--- config.mk ---
export PLATFORM = sky130hd
export DESIGN_NAME = vram_arbiter_flat
export DESIGN_NICKNAME = d
export VERILOG_FILES = /design/src/rtl/vram_arbiter_if.sv /design/src/rtl/vram_arbiter.sv /design/src/flat_wrapper.sv
export SDC_FILE = /design/constraint.sdc
export NUM_CORES = 1
export LEC_CHECK = 0
export CAP_MARGIN = 20
export CORE_MARGIN = 8
export CORE_UTILIZATION = 50
export CTS_BUF_LIST = sky130_fd_sc_hd__clkbuf_8
export DETAILED_ROUTE_END_ITERATION = 10
export PLACE_DENSITY = 0.89
export SYNTH_ARGS = -nofsm -noshare
export SYNTH_HDL_FRONTEND = slang
export SYNTH_SLANG_ARGS = --single-unit
--- constraint.sdc ---
create_clock -name clk -period 3.9 [get_ports clk]
set_clock_uncertainty 0.05 [all_clocks]
set_input_delay 0.585 -clock clk [delete_from_list [all_inputs] [get_ports clk]]
set_output_delay 0.585 -clock clk [all_outputs]
set_load 0.05 [all_outputs]
--- src/rtl/vram_arbiter_if.sv ---
// ---------------------------------------------------------------------------
// vram_arbiter_if
// Bundles every request/response and RAM-side signal of the VRAM arbiter.
//   Video fetch : vid_req, vid_addr -> vid_data, vid_valid
//   CPU access  : cpu_req, cpu_we, cpu_addr, cpu_din, cpu_rd_bank, cpu_wr_bank
//                 -> cpu_dout, cpu_ack, cpu_wait_n
//   Fill engine : clr_start, clr_mask, clr_value -> clr_busy, clr_done
//   RAM side    : mem_ce, mem_we, mem_addr, mem_din -> (from RAM) mem_q
// The slave modport is the arbiter; master is its environment (VDP, Z80
// decode and the RAM planes).
// ---------------------------------------------------------------------------
interface vram_arbiter_if #(
  parameter int ADDR_W = 13,
  parameter int PLANES = 6,
  parameter int DW     = 8
);
  logic                   vid_req;
  logic [ADDR_W-1:0]      vid_addr;
  logic [PLANES*DW-1:0]   vid_data;
  logic                   vid_valid;

  logic                   cpu_req;
  logic                   cpu_we;
  logic [ADDR_W-1:0]      cpu_addr;
  logic [DW-1:0]          cpu_din;
  logic [7:0]             cpu_rd_bank;
  logic [7:0]             cpu_wr_bank;
  logic [DW-1:0]          cpu_dout;
  logic                   cpu_ack;
  logic                   cpu_wait_n;

  logic                   clr_start;
  logic [PLANES-1:0]      clr_mask;
  logic [DW-1:0]          clr_value;
  logic                   clr_busy;
  logic                   clr_done;

  logic [PLANES-1:0]      mem_ce;
  logic                   mem_we;
  logic [ADDR_W-1:0]      mem_addr;
  logic [DW-1:0]          mem_din;
  logic [PLANES*DW-1:0]   mem_q;

  modport slave (
    input  vid_req, vid_addr,
    output vid_data, vid_valid,
    input  cpu_req, cpu_we, cpu_addr, cpu_din, cpu_rd_bank, cpu_wr_bank,
    output cpu_dout, cpu_ack, cpu_wait_n,
    input  clr_start, clr_mask, clr_value,
    output clr_busy, clr_done,
    output mem_ce, mem_we, mem_addr, mem_din,
    input  mem_q
  );

  modport master (
    output vid_req, vid_addr,
    input  vid_data, vid_valid,
    output cpu_req, cpu_we, cpu_addr, cpu_din, cpu_rd_bank, cpu_wr_bank,
    input  cpu_dout, cpu_ack, cpu_wait_n,
    output clr_start, clr_mask, clr_value,
    input  clr_busy, clr_done,
    input  mem_ce, mem_we, mem_addr, mem_din,
    output mem_q
  );
endinterface

--- src/rtl/vram_arbiter.sv ---
// ---------------------------------------------------------------------------
// vram_arbiter
// Shares the single-port video RAM (PLANES planes of 2**ADDR_W x DW) between
// the VDP fetch path, the Z80 CPU and a built-in clear/fill engine, with
// fixed priority video > CPU > fill. One RAM operation is issued per clock.
//
// Ports:
//   clk      : system clock, rising edge
//   reset_n  : asynchronous active-low reset
//   bus      : vram_arbiter_if.slave (video, CPU, fill and RAM-side signals)
//
// Pipeline (E0 = issuing edge):
//   E0 : arbitration, mem_* registered              (stage p1)
//   E1 : RAM samples mem_*, op tag advances         (stage p2)
//   E2 : mem_q captured into vid_data / cpu_dout, vid_valid / cpu_ack pulse
// Video latency is therefore fixed at two clocks after the sampling edge and
// is never stretched, since video always wins arbitration.
// ---------------------------------------------------------------------------
module vram_arbiter #(
  parameter int ADDR_W = 13,
  parameter int PLANES = 6,
  parameter int DW     = 8
) (
  input  logic                clk,
  input  logic                reset_n,
  vram_arbiter_if.slave       bus
);

  localparam logic [PLANES-1:0] ALL_PLANES = '1;
  localparam logic [ADDR_W-1:0] LAST_ADDR  = '1;

  // F1 read-bank value -> one-hot plane select; values outside 1..PLANES
  // select nothing, which makes the read return zero.
  function automatic logic [PLANES-1:0] rd_onehot(input logic [7:0] bank);
    rd_onehot = '0;
    for (int i = 0; i < PLANES; i++) begin
      if (bank == 8'(i + 1)) rd_onehot[i] = 1'b1;
    end
  endfunction

  function automatic logic [DW-1:0] pick_plane(input logic [PLANES*DW-1:0] q,
                                               input logic [PLANES-1:0]    sel);
    pick_plane = '0;
    for (int i = 0; i < PLANES; i++) begin
      if (sel[i]) pick_plane = q[i*DW +: DW];
    end
  endfunction

  // Control / output registers
  logic                 r_vid_vld_p1, r_vid_vld_p2;
  logic                 r_cpu_vld_p1, r_cpu_vld_p2;
  logic [PLANES-1:0]    r_mem_ce;
  logic                 r_mem_we;
  logic [ADDR_W-1:0]    r_mem_addr;
  logic [DW-1:0]        r_mem_din;
  logic [PLANES*DW-1:0] r_vid_data;
  logic                 r_vid_valid;
  logic [DW-1:0]        r_cpu_dout;
  logic                 r_cpu_ack;
  logic                 r_clr_busy;
  logic                 r_clr_done;
  logic [ADDR_W-1:0]    r_clr_cnt;

  // Data-only registers (meaningful only alongside a valid tag)
  logic [PLANES-1:0]    r_rd_sel_p1, r_rd_sel_p2;
  logic [PLANES-1:0]    r_clr_mask;
  logic [DW-1:0]        r_clr_value;

  logic                 w_cpu_busy;
  logic                 w_vid_issue;
  logic                 w_cpu_issue;
  logic                 w_fill_issue;
  logic                 w_fill_start;
  logic                 w_unused_wr_bank;

  // F2 bits above the plane count carry no meaning.
  assign w_unused_wr_bank = ^bus.cpu_wr_bank[7:PLANES];

  // --- stage p0: arbitration ---
  // The CPU request level stays high through its own ack cycle, so the ack
  // register also blocks re-issue; the next request can go at the edge after.
  assign w_cpu_busy   = r_cpu_vld_p1 | r_cpu_vld_p2 | r_cpu_ack;
  assign w_vid_issue  = bus.vid_req;
  assign w_cpu_issue  = !bus.vid_req && bus.cpu_req && !w_cpu_busy;
  assign w_fill_issue = !bus.vid_req && !w_cpu_issue && r_clr_busy;
  assign w_fill_start = !r_clr_busy && bus.clr_start;

  // --- stage p1: drive the RAM ---
  always_ff @(posedge clk or negedge reset_n) begin
    if (!reset_n) begin
      r_vid_vld_p1 <= 1'b0;
      r_cpu_vld_p1 <= 1'b0;
      r_mem_ce     <= '0;
      r_mem_we     <= 1'b0;
      r_mem_addr   <= '0;
      r_mem_din    <= '0;
    end else begin
      r_vid_vld_p1 <= w_vid_issue;
      r_cpu_vld_p1 <= w_cpu_issue;
      if (w_vid_issue) begin
        r_mem_ce   <= ALL_PLANES;
        r_mem_we   <= 1'b0;
        r_mem_addr <= bus.vid_addr;
      end else if (w_cpu_issue) begin
        r_mem_addr <= bus.cpu_addr;
        if (bus.cpu_we) begin
          // A zero write mask simply enables no plane; the ack still follows.
          r_mem_ce  <= bus.cpu_wr_bank[PLANES-1:0];
          r_mem_we  <= 1'b1;
          r_mem_din <= bus.cpu_din;
        end else begin
          r_mem_ce  <= rd_onehot(bus.cpu_rd_bank);
          r_mem_we  <= 1'b0;
        end
      end else if (w_fill_issue) begin
        r_mem_ce   <= r_clr_mask;
        r_mem_we   <= 1'b1;
        r_mem_addr <= r_clr_cnt;
        r_mem_din  <= r_clr_value;
      end else begin
        r_mem_ce   <= '0;
        r_mem_we   <= 1'b0;
      end
    end
  end

  always_ff @(posedge clk) begin
    r_rd_sel_p1 <= (w_cpu_issue && !bus.cpu_we) ? rd_onehot(bus.cpu_rd_bank) : '0;
    r_rd_sel_p2 <= r_rd_sel_p1;
    if (w_fill_start) begin
      r_clr_mask  <= bus.clr_mask;
      r_clr_value <= bus.clr_value;
    end
  end

  // --- stage p2: RAM access in progress; p3: capture mem_q ---
  always_ff @(posedge clk or negedge reset_n) begin
    if (!reset_n) begin
      r_vid_vld_p2 <= 1'b0;
      r_cpu_vld_p2 <= 1'b0;
      r_vid_valid  <= 1'b0;
      r_vid_data   <= '0;
      r_cpu_ack    <= 1'b0;
      r_cpu_dout   <= '0;
    end else begin
      r_vid_vld_p2 <= r_vid_vld_p1;
      r_cpu_vld_p2 <= r_cpu_vld_p1;
      r_vid_valid  <= r_vid_vld_p2;
      r_cpu_ack    <= r_cpu_vld_p2;
      if (r_vid_vld_p2) r_vid_data <= bus.mem_q;
      if (r_cpu_vld_p2) r_cpu_dout <= pick_plane(bus.mem_q, r_rd_sel_p2);
    end
  end

  // Fill engine: sweeps every address once; stops without wrapping after
  // issuing the last one.
  always_ff @(posedge clk or negedge reset_n) begin
    if (!reset_n) begin
      r_clr_busy <= 1'b0;
      r_clr_done <= 1'b0;
      r_clr_cnt  <= '0;
    end else begin
      r_clr_done <= 1'b0;
      if (w_fill_start) begin
        r_clr_busy <= 1'b1;
        r_clr_cnt  <= '0;
      end else if (w_fill_issue) begin
        if (r_clr_cnt == LAST_ADDR) begin
          r_clr_busy <= 1'b0;
          r_clr_done <= 1'b1;
        end else begin
          r_clr_cnt  <= r_clr_cnt + 1'b1;
        end
      end
    end
  end

  assign bus.mem_ce     = r_mem_ce;
  assign bus.mem_we     = r_mem_we;
  assign bus.mem_addr   = r_mem_addr;
  assign bus.mem_din    = r_mem_din;
  assign bus.vid_data   = r_vid_data;
  assign bus.vid_valid  = r_vid_valid;
  assign bus.cpu_dout   = r_cpu_dout;
  assign bus.cpu_ack    = r_cpu_ack;
  assign bus.cpu_wait_n = !bus.cpu_req || r_cpu_ack;
  assign bus.clr_busy   = r_clr_busy;
  assign bus.clr_done   = r_clr_done;

endmodule

--- src/flat_wrapper.sv ---
// flat-port wrapper written by rule: the top's interface ports become plain ports
module vram_arbiter_flat 
#(
  parameter int ADDR_W = 13,
  parameter int PLANES = 6,
  parameter int DW     = 8
)
  (clk, reset_n, bus_vid_req, bus_vid_addr, bus_vid_data, bus_vid_valid, bus_cpu_req, bus_cpu_we, bus_cpu_addr, bus_cpu_din, bus_cpu_rd_bank, bus_cpu_wr_bank, bus_cpu_dout, bus_cpu_ack, bus_cpu_wait_n, bus_clr_start, bus_clr_mask, bus_clr_value, bus_clr_busy, bus_clr_done, bus_mem_ce, bus_mem_we, bus_mem_addr, bus_mem_din, bus_mem_q);
  vram_arbiter_if #(.ADDR_W(ADDR_W), .PLANES(PLANES), .DW(DW)) bus_i ();
  input  logic clk;
  input  logic reset_n;
  input wire logic [$bits(bus_i.vid_req)-1:0] bus_vid_req;
  input wire logic [$bits(bus_i.vid_addr)-1:0] bus_vid_addr;
  output wire logic [$bits(bus_i.vid_data)-1:0] bus_vid_data;
  output wire logic [$bits(bus_i.vid_valid)-1:0] bus_vid_valid;
  input wire logic [$bits(bus_i.cpu_req)-1:0] bus_cpu_req;
  input wire logic [$bits(bus_i.cpu_we)-1:0] bus_cpu_we;
  input wire logic [$bits(bus_i.cpu_addr)-1:0] bus_cpu_addr;
  input wire logic [$bits(bus_i.cpu_din)-1:0] bus_cpu_din;
  input wire logic [$bits(bus_i.cpu_rd_bank)-1:0] bus_cpu_rd_bank;
  input wire logic [$bits(bus_i.cpu_wr_bank)-1:0] bus_cpu_wr_bank;
  output wire logic [$bits(bus_i.cpu_dout)-1:0] bus_cpu_dout;
  output wire logic [$bits(bus_i.cpu_ack)-1:0] bus_cpu_ack;
  output wire logic [$bits(bus_i.cpu_wait_n)-1:0] bus_cpu_wait_n;
  input wire logic [$bits(bus_i.clr_start)-1:0] bus_clr_start;
  input wire logic [$bits(bus_i.clr_mask)-1:0] bus_clr_mask;
  input wire logic [$bits(bus_i.clr_value)-1:0] bus_clr_value;
  output wire logic [$bits(bus_i.clr_busy)-1:0] bus_clr_busy;
  output wire logic [$bits(bus_i.clr_done)-1:0] bus_clr_done;
  output wire logic [$bits(bus_i.mem_ce)-1:0] bus_mem_ce;
  output wire logic [$bits(bus_i.mem_we)-1:0] bus_mem_we;
  output wire logic [$bits(bus_i.mem_addr)-1:0] bus_mem_addr;
  output wire logic [$bits(bus_i.mem_din)-1:0] bus_mem_din;
  input wire logic [$bits(bus_i.mem_q)-1:0] bus_mem_q;
  assign bus_i.vid_req = bus_vid_req;
  assign bus_i.vid_addr = bus_vid_addr;
  assign bus_vid_data = bus_i.vid_data;
  assign bus_vid_valid = bus_i.vid_valid;
  assign bus_i.cpu_req = bus_cpu_req;
  assign bus_i.cpu_we = bus_cpu_we;
  assign bus_i.cpu_addr = bus_cpu_addr;
  assign bus_i.cpu_din = bus_cpu_din;
  assign bus_i.cpu_rd_bank = bus_cpu_rd_bank;
  assign bus_i.cpu_wr_bank = bus_cpu_wr_bank;
  assign bus_cpu_dout = bus_i.cpu_dout;
  assign bus_cpu_ack = bus_i.cpu_ack;
  assign bus_cpu_wait_n = bus_i.cpu_wait_n;
  assign bus_i.clr_start = bus_clr_start;
  assign bus_i.clr_mask = bus_clr_mask;
  assign bus_i.clr_value = bus_clr_value;
  assign bus_clr_busy = bus_i.clr_busy;
  assign bus_clr_done = bus_i.clr_done;
  assign bus_mem_ce = bus_i.mem_ce;
  assign bus_mem_we = bus_i.mem_we;
  assign bus_mem_addr = bus_i.mem_addr;
  assign bus_mem_din = bus_i.mem_din;
  assign bus_i.mem_q = bus_mem_q;
  vram_arbiter #(.ADDR_W(ADDR_W), .PLANES(PLANES), .DW(DW)) u_core (.clk(clk), .reset_n(reset_n), .bus(bus_i));
endmodule
==> results by group, run 1 <==
Finish
  • Storage element area: around 3300 um2
  • # nets final: around 800
  • Share of cells above drive strength 1: between 10% and 20%
  • Final Util: between 70% and 80%
  • Design area: 8190 um2
  • Fillers: slightly below 800
  • Area Overhead vs Synth: 45.1%
  • Cell Count, Final, Fillers Out: ~830
  • # diodes: 0
  • Area occupied by multi-input gates: about 2200 um2

STA
  • Final min period: around 2800 ps
  • Least-Margin Pin Slew: between 1000 and 1500 ps
  • Fmax: 359 MHz
  • Count of final setup violators: 0
  • Final period util: a little under three quarters
  • Final Max Tran Viols: 0
  • Hold slack final: 195 ps
  • Setup TNS: 0 ps
  • Worst setup margin: approximately 1100 ps
  • RSZ-0062 raised after global routing: false
  • Final hold vios: 0
  • Worst rel slew slack: 28.1%

Synthesis
  • EDFF count, synth: 14
  • Flops & latches, synth: 131
  • Synth cell types: 44
  • Register area share after synthesis: between 50% and 60%
  • Mapped Cells: 477
  • Main flop type after synthesis: dfrtp_1
  • Yosys warns: 0
  • Area leader, netlist: dfrtp_1
  • Share of the synthesized area in the top cell type: between 40% and 50%
  • Mapped Avg Cell Area: approximately 12 um2
  • Synthesized area: around 5600 um2
  • Asr flop ratio synth: around four fifths
  • Top cells by area, synth: dfrtp_1 (47%), mux2_2 (13%), edfxtp_1 (7.4%)
  • Synthesized net count: around 600

Clock tree
  • Bufs on Longest Clock Path: 2
  • # resized after CTS: 0
  • Insertion delay to the later sink of the worst-skew pair: approximately 420 ps
  • CTS Buf Count: 17
  • Cts hold-fix bufs: 0
  • Reg clk slew, reported paths: ~80 ps
  • H-tree depth: 4
  • Setup Fix Bufs, Post-CTS: 0
  • Clk Tree Root Cell: clkbuf_8
  • Clock sink count: between 100 and 150
  • CTS tree: yes

Critical path
  • Worst r2r path cells: 4
  • Maximum fanout along the worst path: 20
  • Slowest CP cell: clkdlybuf4s50_1
  • Crit path launch type: register
  • Crit path buf inv count: 1
  • Reg-to-reg slack, setup: ~1300 ps
  • R2r endpoint: u_core.bus.mem_din[0]$_DFFE_PN0P_
  • Delay-heaviest family, CP: buffers and inverters
  • Critical Path Max Stage Delay: 950 ps
  • Crit path cell chain: clkdlybuf4s50_1
  • CP required: roughly 3300 ps
  • Worst EP arrival: 2150 ps
  • Worst setup EP type: primary output
  • FF-to-FF Start: u_core.r_cpu_vld_p2$_DFF_PN0_
  • CP Class: register to primary output

Drt
  • Drt via density: 5.72
  • Post-DRT Antenna Nets: 0
  • Routed len/inst: between 20 and 25 um
  • Drt pass-1 iters: 5
  • Vias: roughly 4800
  • Detailed Route Iter0 Violations: approximately 540
  • Final wirelength: ~17 mm
  • DRC errors left: 0

Global routing
  • First-pass GRT wire length: between 20 and 30 mm
  • Initial antenna violation count: 0
  • GR met2 Demand/Resource: a little under 40%
  • Pin count of the biggest net entering global routing: 69
  • Vias in the first global route: approximately 5000
  • Total grt overflow: 0
  • GRT Total Usage: 22.8%
  • M1 GR Usage: about a quarter
  • Grt met3 use: between 8 and 9%
  • Gr busiest metal: met2

Placed design
  • Final HPWL DP: roughly 13 mm
  • Pre-CTS worst setup slack: approximately 800 ps
  • Global placer's final weighted congestion: 0.933
  • Dpl cells: 800
  • Placed instance area: between 7000 and 8000 um2
  • Buffers on Ports: between 200 and 250

Status
  • Run status: completed

Floorplan
  • Core Area: 11200 um2
  • Num ports: 207
  • Die span in y: approximately 120 um
  • Die span in x: roughly 120 um
  • Die area: 14900 um2
  • Initial core utilization: 50.3%
  • Cell row count: 39

Power and ir drop
  • Clock network fraction of total power: between 30% and 40%
  • Total internal power: between 2 and 3 mW
  • Switching share of power: roughly a third
  • Final Power: 3.82 mW
  • Leakage: approximately 3.3 nW
  • Max IR drop VDD: about 0.00028 V
  • Pwr Density: approximately 470 nW/um2
  • Logic pwr share: 26.3%
  • Flop pwr share: between 40% and 50%
  • Psw: 1.23 mW

Worst hold path
  • Worst hold path type: primary input to async pin

Flow run
  • Max Cap Viol: 0
==> cell usage after synthesis (13+ instances only) <==
library cell	instances
a21oi_1	53
clkbuf_1	17
edfxtp_1	14
a22oi_1	13
mux2_2	63
nand2_1	33
nor2_1	18
o21ai_0	13
a221o_1	16
dfrtp_1	105
inv_1	18
nand3_1	14
==> final cells by class <==
type                            count  area share, %
Clock buffer                       21           3.53
Clock inverter                     10           1.62
Inverter                           18          0.825
Multi-Input combinational cell    299           26.3
Tap cell                          143           2.18
Timing Repair Buffer              209           25.4
Sequential cell                   131           40.2
==> power groups by stage <==
stage / sequential, mW / clock (mW) / combinational (mW)
finish: 1.61 / 1.20 / 1.01
global placement: 1.63 / 0 / 0.989
floorplan: 1.97 / 0 / 0.226
detailed placement: 1.64 / 0 / 1.01
CTS: 1.61 / 1.24 / 1.01
global route: 1.63 / 1.29 / 1.06
==> sequential cells by signal, indices dropped and copies added (netlist names), 6 cells and up <==
name / count
u_core.bus.mem_din: 8
u_core.r_clr_cnt: 13
u_core.r_rd_sel_p2: 6
u_core.r_rd_sel_p1: 6
u_core.bus.mem_addr: 13
u_core.bus.mem_ce: 6
u_core.r_clr_value: 8
u_core.bus.cpu_dout: 8
u_core.r_clr_mask: 6
u_core.bus.vid_data: 48
==> logic make-up (layout without fill, tap and decap cells) <==
logic type / after synthesis / after routing / share of synthesized area (%)
fa+ha+maj: 1 / 1 / 0.222
compound gates: 126 / 126 / 14.6
mux: 67 / 67 / 13.3
flops: 131 / 131 / 58.3
simple gates: 105 / 105 / 10.0
buf+inv: 47 / 258 / 3.55
==> metal layers <==
layer	routed length (um)	up-vias
met1	6720	2305
li1	-	2161
met3	1790	28
met5	0	-
met2	8370	261
met4	299	0
==> worst max-delay path by stage <==
stage                                               start                                 to  slack [ps]  cells after the start
final                     u_core.bus.clr_busy$_DFFE_PN0P_                       bus_clr_busy        1110                      1
after global placement                        bus_cpu_req  u_core.bus.mem_din[0]$_DFFE_PN0P_        1020                      5
after floorplan              u_core.bus.cpu_ack$_DFF_PN0_  u_core.bus.mem_din[0]$_DFFE_PN0P_        1680                      4
after CTS                 u_core.bus.clr_busy$_DFFE_PN0P_                       bus_clr_busy        1080                      1
after detailed placement                      bus_vid_req   u_core.r_clr_cnt[10]$_DFFE_PN0P_         800                      6
after global routing      u_core.bus.clr_busy$_DFFE_PN0P_                       bus_clr_busy         990                      1
==> cell usage in the layout (no fill, tap or decap), types with 2 or more instances in the layout <==
master / n
a21oi_1: 53
a221o_1: 16
a22oi_1: 13
a31oi_1: 9
and3_1: 3
buf_4: 6
bufinv_16: 3
clkbuf_8: 21
clkdlybuf4s50_1: 203
clkinv_2: 2
dfrtp_1: 104
dfxtp_1: 12
edfxtp_1: 14
inv_1: 20
mux2_2: 63
mux2i_1: 3
nand2_1: 33
nand2b_1: 7
nand3_1: 14
nand3b_1: 8
nor2_1: 18
nor3_1: 4
nor4_1: 4
o211ai_1: 6
o21ai_0: 13
o21ai_1: 4
o311ai_0: 4
o31ai_1: 3
o41ai_1: 2
or3_1: 4
or4_1: 2
Power figures use the tool's default switching activity.
==> inputs of run 2 (changes only) <==
--- a/config.mk
+++ b/config.mk
@@ -7,10 +7,10 @@
 export LEC_CHECK = 0
 export CAP_MARGIN = 20
 export CORE_MARGIN = 8
-export CORE_UTILIZATION = 50
+export CORE_UTILIZATION = 42
 export CTS_BUF_LIST = sky130_fd_sc_hd__clkbuf_8
 export DETAILED_ROUTE_END_ITERATION = 10
-export PLACE_DENSITY = 0.89
+export PLACE_DENSITY = 0.79
 export SYNTH_ARGS = -nofsm -noshare
 export SYNTH_HDL_FRONTEND = slang
 export SYNTH_SLANG_ARGS = --single-unit
==> constraint.sdc (replaced) <==
create_clock -name clk -period 2.36 [get_ports clk]
set_clock_uncertainty 0.05 [all_clocks]
set_input_delay 0.354 -clock clk [delete_from_list [all_inputs] [get_ports clk]]
set_output_delay 0.354 -clock clk [all_outputs]
set_load 0.05 [all_outputs]
==> run 2 against run 1 <==
Cell area rose by 2.6%. Cell count rose by 6.0%. Die area rose by 16%. Sequential cell count did not move. Worst hold slack improved by 82 ps. First-iteration DRC count fell by 31%. Clock power rose by 81%. Via count fell by 1.4%. Sequential power rose by 63%. Register-to-register slack got worse by 1000 ps.
==> results by group, run 2 (same netlist as run 1, synthesis figures left out) <==
Status
  • Run status: completed

Drt
  • DRC errors left: 0 (unchanged)
  • Vias: 4688 (-1.4%)
  • Routed len/inst: 19.5 um (-5.6%)
  • Drt pass-1 iters: 5 (unchanged)
  • Drt via density: 5.32 (-7.0%)
  • Final wirelength: 17.2 mm (about the same)
  • Post-DRT Antenna Nets: 0 (unchanged)
  • Detailed Route Iter0 Violations: 370 (-31%)

Worst hold path
  • Hold EP: u_core.r_rd_sel_p2[4]$_DFF_P_
  • Worst Hold Launch: u_core.r_rd_sel_p1[4]$_SDFF_PN0_
  • Hold-critical path depth: 0
  • Worst hold path type: register to register

Floorplan
  • Die span in x: 132 um (+7.9%)
  • Die span in y: 132 um (+7.9%)
  • Die area: 17400 um2 (+16%)
  • Num ports: 207 (unchanged)
  • Cell row count: 42 (+7.7%)
  • Initial core utilization: 42.8% (-7.5 points)
  • Core Area: 13200 um2 (+18%)

STA
  • Worst rel slew slack: 55.6% (+28 points)
  • Final period util: between 90 and 100%
  • Worst setup margin: 192 ps (-919 ps)
  • RSZ-0062 raised after global routing: false
  • Count of final setup violators: 0 (unchanged)
  • Final hold vios: 0 (unchanged)
  • Least-Margin Pin Slew: 665 ps (-414 ps)
  • Fmax: roughly 460 MHz
  • Final min period: approximately 2200 ps
  • Final Max Tran Viols: 0 (unchanged)

Critical path
  • Crit path buf inv count: 1 (unchanged)
  • Delay-heaviest family, CP: buffers and inverters
  • Crit path launch type: register
  • Worst EP arrival: 1760 ps (-390 ps)
  • CP required: 1960 ps (-1300 ps)
  • R2r endpoint: u_core.bus.mem_din[0]$_DFFE_PN0P_
  • Maximum fanout along the worst path: 4 (-80%)
  • Slowest CP cell: clkdlybuf4s50_1
  • Reg-to-reg slack, setup: 300 ps (-1020 ps)
  • CP Class: register to primary output
  • Worst setup EP type: primary output
  • Crit path cell chain: clkdlybuf4s50_1
  • Critical Path Max Stage Delay: 850 ps (-100 ps)
  • Worst r2r path cells: 4 (unchanged)
  • FF-to-FF Start: u_core.bus.cpu_ack$_DFF_PN0_

Power and ir drop
  • Logic pwr share: 26.1% (-0.2 points)
  • Leakage: 3.35 nW (+2.7%)
  • Switching share of power: 31.8% (-0.30 points)
  • Total internal power: 4.43 mW (+71%)
  • Flop pwr share: 40.5% (-1.7 points)
  • Pwr Density: 773 nW/um2 (+66%)
  • Clock network fraction of total power: 33.4% (+1.9 points)
  • Psw: 2.06 mW (+68%)
  • Max IR drop VDD: 0.000495 V (+79%)

Clock tree
  • CTS Buf Count: 17 (unchanged)
  • H-tree depth: 4 (unchanged)
  • Setup Fix Bufs, Post-CTS: 0 (unchanged)
  • Reg clk slew, reported paths: 70 ps (about the same)
  • # resized after CTS: 0 (unchanged)
  • CTS tree: yes
  • Bufs on Longest Clock Path: 2 (unchanged)
  • Clk Tree Root Cell: clkbuf_8
  • Insertion delay to the later sink of the worst-skew pair: 440 ps (+20 ps)
  • Clock sink count: 131 (unchanged)
  • Cts hold-fix bufs: 1 (+1)

Placed design
  • Dpl cells: 848 (+6.0%)
  • Global placer's final weighted congestion: 0.875 (-6.2%)
  • Final HPWL DP: 13.0 mm (+0.20%)
  • Buffers on Ports: 204 (unchanged)
  • Pre-CTS worst setup slack: -7.09 ps (-802 ps)

Finish
  • Share of cells above drive strength 1: 17.7% (+2.5 points)
  • Largest register FFs: 48 (unchanged)
  • # diodes: 0 (unchanged)
  • Most frequent cells in the layout: clkdlybuf4s50_1 (201), dfrtp_1 (104), mux2_2 (63)
  • Most common cell after layout, fill and taps aside: clkdlybuf4s50_1
  • # nets final: 811 (+2.0%)
  • Area Overhead vs Synth: 48.9%
  • Cell Count, Final, Fillers Out: 881 (+6.0%)
  • Final Util: 63.7% (-9.3 points)

Global routing
  • Vias in the first global route: 5041 (+1.7%)
  • Total grt overflow: 0 (unchanged)
  • GRT Total Usage: 19.9% (-2.9 points)
  • Pin count of the biggest net entering global routing: 50 (-28%)
  • Initial antenna violation count: 0 (unchanged)
  • First-pass GRT wire length: 27.6 mm (+3.2%)

Flow run
  • Max Cap Viol: 0 (unchanged)
run 2: cell types whose count changed in the layout (fill, tap and decap cells not counted), sizes merged:
cell | previous run | this run
buf | 6 | 23
bufinv | 3 | 4
clkdlybuf4s50 | 203 | 201
clkinvlp | 1 | 3
dlygate4sd3 | 0 | 1
inv | 21 | 19
run 2: layout make-up:
cell class / instances / area (um2)
flip-flops and latches: 131 / 3290
multi-input cells: 299 / 2160
inverters: 18 / 67.6
clock inverters: 11 / 174
clock buffers: 21 / 289
well taps: 176 / 220
repair buffers: 225 / 2210
fillers: 1035 / 4790
run 2: layer usage:
metal  track usage, %  routed length [um]
met2             32.3                8250
met4             7.66                 343
met1             23.2                6960
met3             7.93                1630
met5                0                   0
run 2: worst max-delay path by stage:
stage	startpoint	to	slack (ps)	depth (start not counted)
5_1_grt	u_core.bus.cpu_ack$_DFF_PN0_	bus_cpu_ack	150	1
6_report	u_core.bus.cpu_ack$_DFF_PN0_	bus_cpu_ack	190	1
2_1_floorplan	u_core.bus.cpu_ack$_DFF_PN0_	u_core.bus.mem_din[0]$_DFFE_PN0P_	140	4
4_1_cts	u_core.bus.cpu_ack$_DFF_PN0_	bus_cpu_ack	170	1
3_3_place_gp	bus_cpu_req	u_core.bus.mem_din[0]$_DFFE_PN0P_	20	5
3_5_place_dp	bus_cpu_req	u_core.bus.mem_din[0]$_DFFE_PN0P_	-7	5
run 2: power groups by stage:
stage	Clock (mW)	Combinational [mW]	Sequential [mW]
floorplan	0	0.373	3.26
global placement	0	1.68	2.66
detailed placement	0	1.70	2.67
CTS	2.22	1.71	2.63
global route	2.32	1.78	2.66
finish	2.17	1.69	2.63
run 2: metrics by stage:
stage	TNS, ps	power [mW]	instance area, um2	hold slack, ps
after CTS	0	6.56	8400	279
final	0	6.50	8400	277
after detailed placement	-7.09	4.38	7930	263
after global routing	0	6.76	8400	288
after floorplan	0	3.63	5640	8.41
after global placement	0	4.34	7930	265
